## config.mk

```make
export PLATFORM = sky130hd
export DESIGN_NAME = pipeline_hazard_ctrl
export DESIGN_NICKNAME = d
export VERILOG_FILES = /design/src/rtl/pipeline_hazard_ctrl.sv
export SDC_FILE = /design/constraint.sdc
export NUM_CORES = 1
export LEC_CHECK = 0
export CORE_ASPECT_RATIO = 1.5
export CORE_MARGIN = 4
export CORE_UTILIZATION = 35
export CTS_CLUSTER_SIZE = 14
export DETAILED_ROUTE_END_ITERATION = 6
export SKIP_CTS_REPAIR_TIMING = 1
export SLEW_MARGIN = 20
export SYNTH_ARGS = -nofsm -noshare
export SYNTH_HDL_FRONTEND = slang
export SYNTH_SLANG_ARGS = --single-unit
```

## constraint.sdc

```tcl
create_clock -name clk -period 4.15 [get_ports clk]
set_clock_uncertainty 0.2 [all_clocks]
set_input_delay 1.245 -clock clk [delete_from_list [all_inputs] [get_ports clk]]
set_output_delay 1.245 -clock clk [all_outputs]
set_load 0.01 [all_outputs]
```

## src/rtl/pipeline_hazard_ctrl.sv

```systemverilog
// Pipeline hazard controller for a five-stage in-order core.
// Tracks the E, M and W stage occupancy, selects operand forwarding for the
// instruction in E, and resolves traps, data-memory waits, taken branches and
// load-use dependencies into stall/flush requests for the front end.
module pipeline_hazard_ctrl #(
   parameter int REG_W    = 5,
   parameter int CNT_W    = 32,
   parameter int ZERO_REG = 1
) (
   input  logic             clk,
   input  logic             reset,
   input  logic [REG_W-1:0] rs1_D,
   input  logic [REG_W-1:0] rs2_D,
   input  logic             useRs1_D,
   input  logic             useRs2_D,
   input  logic [REG_W-1:0] rd_D,
   input  logic             regWrite_D,
   input  logic             memRead_D,
   input  logic             memWrite_D,
   input  logic             valid_D,
   input  logic             branchTaken_E,
   input  logic             trapTrigger,
   input  logic             trapReturn,
   input  logic             dmReady_M,
   output logic             stall_F,
   output logic             stall_D,
   output logic             flush_D,
   output logic [1:0]       fwdA_E,
   output logic [1:0]       fwdB_E,
   output logic             valid_E,
   output logic             valid_M,
   output logic             valid_W,
   output logic [REG_W-1:0] rd_W,
   output logic             regWrite_W,
   output logic [CNT_W-1:0] stallCount
);

   // Per-stage bookkeeping for E and M; memory operations have completed by
   // W, so the writeback stage only keeps what the register file needs.
   typedef struct packed {
      logic             valid;
      logic [REG_W-1:0] rd;
      logic             reg_write;
      logic             mem_read;
      logic             mem_write;
   } stage_t;

   typedef struct packed {
      logic             valid;
      logic [REG_W-1:0] rd;
      logic             reg_write;
   } wb_t;

   // Highest-priority event active this cycle; only one ever takes effect.
   typedef enum logic [2:0] {
      EV_NONE,
      EV_TRAP,
      EV_MEM_STALL,
      EV_BRANCH,
      EV_LOAD_USE
   } event_e;

   localparam logic [1:0] FWD_RF = 2'b00;
   localparam logic [1:0] FWD_W  = 2'b01;
   localparam logic [1:0] FWD_M  = 2'b10;

   stage_t           e_q, e_next;
   stage_t           m_q, m_next;
   wb_t              w_q, w_next;
   logic [REG_W-1:0] rs1_e_q, rs1_e_next;
   logic [REG_W-1:0] rs2_e_q, rs2_e_next;
   logic [CNT_W-1:0] stall_count_q;

   event_e           ev;
   logic             trap;
   logic             mem_stall;
   logic             branch;
   logic             load_use;

   // A destination can be a hazard source unless it is the hardwired zero register.
   function automatic logic rd_qualifies(input logic [REG_W-1:0] rd);
      return (rd != '0) || (ZERO_REG == 0);
   endfunction

   // A stage produces source src when it will write that register.
   function automatic logic stage_hit(input logic             valid,
                                      input logic             reg_write,
                                      input logic [REG_W-1:0] rd,
                                      input logic [REG_W-1:0] src);
      return valid && reg_write && (rd == src) && rd_qualifies(rd);
   endfunction

   // Forward from M unless M is a load whose data is not yet available,
   // otherwise from W, otherwise read the register file.
   function automatic logic [1:0] fwd_sel(input stage_t           m,
                                          input wb_t              w,
                                          input logic [REG_W-1:0] src);
      if (stage_hit(m.valid, m.reg_write, m.rd, src) && !m.mem_read) return FWD_M;
      if (stage_hit(w.valid, w.reg_write, w.rd, src))                return FWD_W;
      return FWD_RF;
   endfunction

   assign trap      = trapTrigger | trapReturn;
   assign mem_stall = m_q.valid && (m_q.mem_read || m_q.mem_write) && !dmReady_M;
   assign branch    = branchTaken_E && e_q.valid;
   assign load_use  = valid_D && e_q.valid && e_q.mem_read && rd_qualifies(e_q.rd) &&
                      ((useRs1_D && (rs1_D == e_q.rd)) || (useRs2_D && (rs2_D == e_q.rd)));

   // Event arbitration: trap > memory wait > branch > load-use.
   always_comb begin
      // NOTE: every always_comb output gets a default first so no path can infer a latch.
      ev = EV_NONE;
      if (trap)           ev = EV_TRAP;
      else if (mem_stall) ev = EV_MEM_STALL;
      else if (branch)    ev = EV_BRANCH;
      else if (load_use)  ev = EV_LOAD_USE;
   end

   // Front-end control and forwarding, forced quiet while reset is held.
   always_comb begin
      stall_F = 1'b0;
      flush_D = 1'b0;
      fwdA_E  = FWD_RF;
      fwdB_E  = FWD_RF;
      if (!reset) begin
         case (ev)
            EV_TRAP, EV_BRANCH:        flush_D = 1'b1;
            EV_MEM_STALL, EV_LOAD_USE: stall_F = 1'b1;
            default: ;
         endcase
         fwdA_E = fwd_sel(m_q, w_q, rs1_e_q);
         fwdB_E = fwd_sel(m_q, w_q, rs2_e_q);
      end
   end

   assign stall_D = stall_F;

   // Next stage contents: normal advance, then the winning event overrides it.
   always_comb begin
      e_next.valid     = valid_D;
      e_next.rd        = rd_D;
      e_next.reg_write = regWrite_D & valid_D;
      e_next.mem_read  = memRead_D  & valid_D;
      e_next.mem_write = memWrite_D & valid_D;
      rs1_e_next       = rs1_D;
      rs2_e_next       = rs2_D;
      m_next           = e_q;
      w_next.valid     = m_q.valid;
      w_next.rd        = m_q.rd;
      w_next.reg_write = m_q.reg_write;
      case (ev)
         EV_TRAP: begin
            // W still retires the oldest instruction; everything younger is squashed.
            e_next = '0;
            m_next = '0;
         end
         EV_MEM_STALL: begin
            // E and M freeze until memory answers; W receives a bubble.
            e_next     = e_q;
            rs1_e_next = rs1_e_q;
            rs2_e_next = rs2_e_q;
            m_next     = m_q;
            w_next     = '0;
         end
         EV_BRANCH, EV_LOAD_USE: e_next = '0;
         default: ;
      endcase
   end

   // Stage registers and the saturating stall-cycle counter.
   always_ff @(posedge clk) begin
      // NOTE: sequential state uses non-blocking assignments so every register samples pre-edge values.
      if (reset) begin
         e_q           <= '0;
         m_q           <= '0;
         w_q           <= '0;
         rs1_e_q       <= '0;
         rs2_e_q       <= '0;
         stall_count_q <= '0;
      end else begin
         e_q     <= e_next;
         m_q     <= m_next;
         w_q     <= w_next;
         rs1_e_q <= rs1_e_next;
         rs2_e_q <= rs2_e_next;
         if (stall_F && (stall_count_q != '1)) stall_count_q <= stall_count_q + CNT_W'(1);
      end
   end

   assign valid_E    = e_q.valid;
   assign valid_M    = m_q.valid;
   assign valid_W    = w_q.valid;
   assign rd_W       = w_q.rd;
   assign regWrite_W = w_q.valid & w_q.reg_write;
   assign stallCount = stall_count_q;

endmodule

```

-- Word-level counts from Yosys, hierarchy flattened
Index checks and enable logic that the tools add are counted.
- register bits: 67
- bits in latches: 0
- RAM bits: 0
- memory bits (read-only): 0
- input port bits: 27
- memories kept: 0
- add/sub/neg operators: 1
- multiply operators: 0
- divide/modulo/power cells: 0
- order comparisons: 0
- eq/ne operators: 11
- shifts and indexed selects: 0
- mux-type cells: 30
- bitwise logic cells: 5
- reduce and logical (&&, ||, !) cells: 33
- operators by type and width (kind ; number):
    $pmux 9 s2 ; 2
    $add 32x1->32 const B ; 1
    $ne 32x32->1 const B ; 1
    $eq 5x5->1 ; 6
    $logic_and 1x1->1 ; 22
    $mux 2 ; 10
    $reduce_bool 5->1 ; 3
    $mux 1 ; 14
    $mux 3 ; 4
    $eq 3x2->1 const B ; 2
    $reduce_or 2->1 ; 3
    $and 1x1->1 ; 4
    $eq 3x1->1 const B ; 1
    $eq 3x3->1 const B ; 1
    $reduce_or 3->1 ; 1
    $logic_not 1->1 ; 2
    $logic_or 1x1->1 ; 2
    $or 1x1->1 ; 1

-- Depth between registers and ports, before layout
- depth after elaboration: 13
- gate-level depth with buffers: 8
- gate-level depth less buffers: 7

-- Least setup slack after synthesis
No wires, ideal clock.
- path type: input-to-output
- from: input branchTaken_E
- to: output stall_F
- arrival time: 2513 ps
- required time: 2705 ps
- setup slack: 192 ps
- stages on the path: 7
- path buffers: 3
- cell sequence: nand4b_1 -> nor4_2 -> a21oi_4 -> buf_4 -> buf_6 -> nor2_1 -> buf_4
- cells in the longest elaborated chain, start to end: 8
- elaborated cells on any way between the ends: 9
- RTL lines (what ; RTL line ; RTL):
    start, declared ; 21 ; input logic branchTaken_E,
    $logic_and 1x1->1 * ; 105 ; assign branch = branchTaken_E && e_q.valid;
    $mux 3 * ; 115 ; else if (branch) ev = EV_BRANCH;
    $mux 3 * ; 114 ; else if (mem_stall) ev = EV_MEM_STALL;
    $mux 3 * ; 113 ; if (trap) ev = EV_TRAP;
    $eq 3x2->1 or $eq 3x3->1 (tied branches) ; 126 ; case (ev)
    $reduce_or 2->1 * ; 126 ;
    $mux 1 * ; 126 ;
    $mux 1 * ; 125 ; if (!reset) begin
    end, declared ; 25 ; output logic stall_F,
Every way passes the cells marked *; elsewhere a longest branch is shown, timed or not.

-- Worst setup path after layout
- from: input rs2_D[4]
- to: output stall_F
- cells in the longest elaborated chain, start to end: 12
- elaborated cells on any way between the ends: 13
- RTL lines (what ; RTL line ; RTL):
    start, declared ; 13 ; input logic [REG_W-1:0] rs2_D,
    $eq 5x5->1 * ; 107 ; ((useRs1_D && (rs1_D == e_q.rd)) || (useRs2_D && (rs2_D == e_q.rd)));
    $logic_and 1x1->1 * ; 107 ;
    $logic_or 1x1->1 * ; 107 ;
    $logic_and 1x1->1 * ; 106 ; assign load_use = valid_D && e_q.valid && e_q.mem_read && rd_qualifies(e_q.rd) &&
    $mux 3 * ; 116 ; else if (load_use) ev = EV_LOAD_USE;
    $mux 3 * ; 115 ;
    $mux 3 * ; 114 ;
    $mux 3 * ; 113 ;
    $eq 3x2->1 or $eq 3x3->1 (tied branches) ; 126 ;
    $reduce_or 2->1 * ; 126 ;
    $mux 1 * ; 126 ;
    $mux 1 * ; 125 ;
Marked as above.

==> summary.md <==
| Metric | Value |
|---|---|
| Post-synth ARST share | `0%` |
| Critical path data required time | `2.70 ns` |
| Clk slew on worst S/H paths | `0.05 ns` |
| Status | `finished clean` |
| Clk sink count | `67` |
| Max_slew headroom | `61.3%` |
| FP Rows | `44` |
| Port bufs | `74` |
| Share of cells above drive strength 1 | `13.1%` |
| Leak Pwr | `1.75 nW` |
| Slew at the pin with the worst max-slew slack | `0.581 ns` |
| Clock Latency Late Sink | `0.33 ns` |
| CTS tree | `yes` |
| H-tree depth | `3` |
| Max-Cap Viols | `0` |
| DP HPWL | `7480 um` |
| WL/cell | `17.5 um` |
| Critical-path cell list | `clkdlybuf4s50_1 -> xnor2_1 -> nand4_1 -> o22ai_2 -> a21oi_4 -> nor2_2 -> dlymetal6s2s_1` |
| DRT Pass-1 Iters | `6` |
| DRT iter0 DRCs | `124` |
| CTS root buf | `clkbuf_16` |
| Worst VDD drop | `189 uV` |
| Max FO, Critical Path | `2` |
| Syn Area/Cell | `8.94 um2` |
| Hold path start | `e_q[2]$_SDFFE_PP0P_` |
| Ports | `75` |
| Final Hold Fails | `0` |
| GRT Total Usage | `17.6%` |
| RePlAce Congestion | `0.958` |
| Critical Path Slowest Stage Cell | `clkdlybuf4s50_1` |
| Yosys cell types | `53` |
| Num CTS Buffers | `9` |
| Final Non-Filler Cells | `595` |
| Nets@finish | `504` |
| Hold Slack | `0.260 ns` |
| Die Width | `90.5 um` |
| DR vias | `3,305` |
| First-pass GRT wire length | `16,800 um` |
| Crit path kind | `input pin to primary output` |
| CP startpoint kind | `input pin` |
| RSZ-0062 raised after global routing | `false` |
| Pwr dens | `326 nW/um2` |
| Ys Warns | `0` |
| Area Overhead vs Synth | `32.6%` |
| Top FF cell, synth | `dfxtp_1` |
| Initial antenna violation count | `0` |
| Final setup fails | `0` |
| Fin crit period | `4.02 ns` |
| Longest Clk Path Bufs | `2` |
| Hold WC Path Type | `flop to flop` |
| Crit Reg-Reg Endpoint | `stallCount[13]$_SDFFE_PP0P_` |
| DP Cell Count | `580` |
| Die area | `11,900 um2` |
| Starting Density | `36.3%` |
| Crit path DAT | `2.57 ns` |
| Final Slew Violations | `0` |
| Max incr delay on CP | `0.50 ns` |
| Worst reg2reg startpoint | `e_q[4]$_SDFFE_PP0P_` |
| Setup TNS | `0 ns` |
| Delay-heaviest family, CP | `buffers and inverters` |
| Core Region | `9850 um2` |
| Synth Cell Area | `3570 um2` |
| Number of global-route vias before repair | `3,268` |
| Ant diodes | `0` |
| Post-synth net total | `428` |
| Period utilization | `96.8%` |
| Count of state elements after synthesis | `67` |
| Worst r2r path cells | `7` |
| WP buf/inv | `2` |
| Cells after synthesis | `400` |
| Register area share after synthesis | `37.5%` |
| DIE HEIGHT | `132 um` |
| Number of enable flip-flop cells after synthesis | `0` |
| Max frequency | `0.249 GHz` |
| Worst hold path depth | `2` |
| Endpoint type of the worst setup path | `primary output` |
| DR vias/cell | `5.55` |
| DRC errors left | `0` |
| Hold Path End | `m_q[2]$_SDFFE_PP0P_` |
| GR Overflow Total | `0` |
| Routed Antenna Nets | `0` |
| Largest net degree at the start of global routing | `64` |
| Worst Setup SP | `rs2_D[4]` |
| Final wirelength | `10,400 um` |
| Setup slack, reg-to-reg | `1.54 ns` |
-- worst max-delay path by stage --
stage	endpoint	slack, ns	cells after the start
detailed placement	stall_F	-0.41	7
global route	stall_F	0.04	7
CTS	stall_F	-0.42	7
global placement	stall_F	-0.33	7
floorplan	stall_F	0.19	7
finish	stall_F	0.13	7
-- layout by cell type, fill, tap and decap left out, drive strengths merged, types with 2 or more instances in the layout --
cell / Yosys / layout
nor3b: 3 / 3
inv: 4 / 4
mux2i: 12 / 12
nor2b: 9 / 9
or4: 17 / 17
clkbuf: 12 / 10
nor4b: 2 / 2
buf: 14 / 18
o31ai: 14 / 14
or3: 8 / 8
nand2: 28 / 28
nor2: 39 / 39
xor2: 13 / 13
nor4: 6 / 6
dfxtp: 67 / 67
and3: 5 / 5
clkinv: 0 / 3
o21ai: 7 / 7
nand3: 15 / 15
and2: 9 / 9
a32oi: 6 / 6
dlymetal6s2s: 0 / 4
a21oi: 31 / 31
clkdlybuf4s50: 0 / 69
xnor2: 17 / 17
mux2: 10 / 10
nand4: 24 / 24
bufinv: 0 / 2
nor3: 15 / 15
-- stage by stage --
| step | total power [W] | setup WS, ns | util (%) | cell area (um2) |
|---|---|---|---|---|
| floorplan | 0.000720 | 0.192 | - | 3570 |
| global placement | 0.000772 | -0.334 | 44.7 | 4410 |
| detailed placement | 0.000774 | -0.408 | 44.7 | 4410 |
| CTS | 0.00157 | -0.415 | 47.8 | 4710 |
| global route | 0.00160 | 0.0382 | 48.1 | 4740 |
| finish | 0.00155 | 0.133 | 48.1 | 4740 |
-- metal layers --
| layer | share of wire (%) | vias to the layer above | GRT usage (%) | routed length (um) |
|---|---|---|---|---|
| li1 | - | 1620 | - | - |
| met1 | 40 | 1561 | 19.9 | 4200 |
| met2 | 51 | 99 | 30.3 | 5280 |
| met3 | 4.5 | 25 | 3.60 | 471 |
| met4 | 4.2 | 0 | 10.6 | 438 |
| met5 | 0 | - | 0 | 0 |
-- power by group --
| group | total [W] | internal [W] | switching, W |
|---|---|---|---|
| clock | 0.000785 | 0.000521 | 0.000265 |
| combinational | 0.0000956 | 0.0000505 | 0.0000451 |
| sequential | 0.000665 | 0.000652 | 0.0000134 |
| total | 0.00155 | 0.00122 | 0.000323 |
-- sequential cells by signal, summed over array words and instances, names as in the netlist --
name / cells
valid_W: 1
rs1_e_q: 5
rs2_e_q: 5
stallCount: 32
rd_W: 5
m_q: 8
e_q: 8
w_q: 1
valid_M: 1
valid_E: 1
-- tightest hold or removal path: stages (launching register included) --
cell and delay [ns]:
dfxtp_1 0.30, nand2_1 0.05, a21oi_1 0.05
-- kinds of logic after synthesis --
logic type | Yosys count | synth area share, %
xor gates and xnor gates | 30 | 7.35
muxes | 22 | 6.51
AOI/OAI and AO/OA | 66 | 12.1
adders and majority gates | 1 | 0.350
DFF | 67 | 37.5
buffers and inverters | 30 | 5.50
and+or+nand+nor | 184 | 30.7
-- Yosys cell counts, drive strengths merged, types with 2 or more instances --
library cell	n	area [um2]
and3	5	33.8
inv	4	15.0
mux2i	12	120
o21ai	7	35.0
xor2	13	114
nor3b	3	33.8
clkbuf	12	75.1
or4	17	129
nand4	24	186
nor4b	2	17.5
a21oi	31	166
xnor2	17	149
o31ai	14	105
nor4	6	73.8
nor2	39	146
buf	14	106
and2	9	57.6
mux2	10	113
nand2	28	108
dfxtp	67	1340
nor2b	9	56.3
a32oi	6	52.6
nor3	15	91.3
or3	8	50.1
nand3	15	75.1
-- area by class of cell --
type	count	area [um2]
repair buffers	91	873
flip-flops and latches	67	1340
clock inverters	5	78.8
fillers	961	5120
clock buffers	10	229
inverters	4	15.0
multi-input cells	303	2060
well taps	115	144
Note: power is estimated with default switching activity, not from simulation.
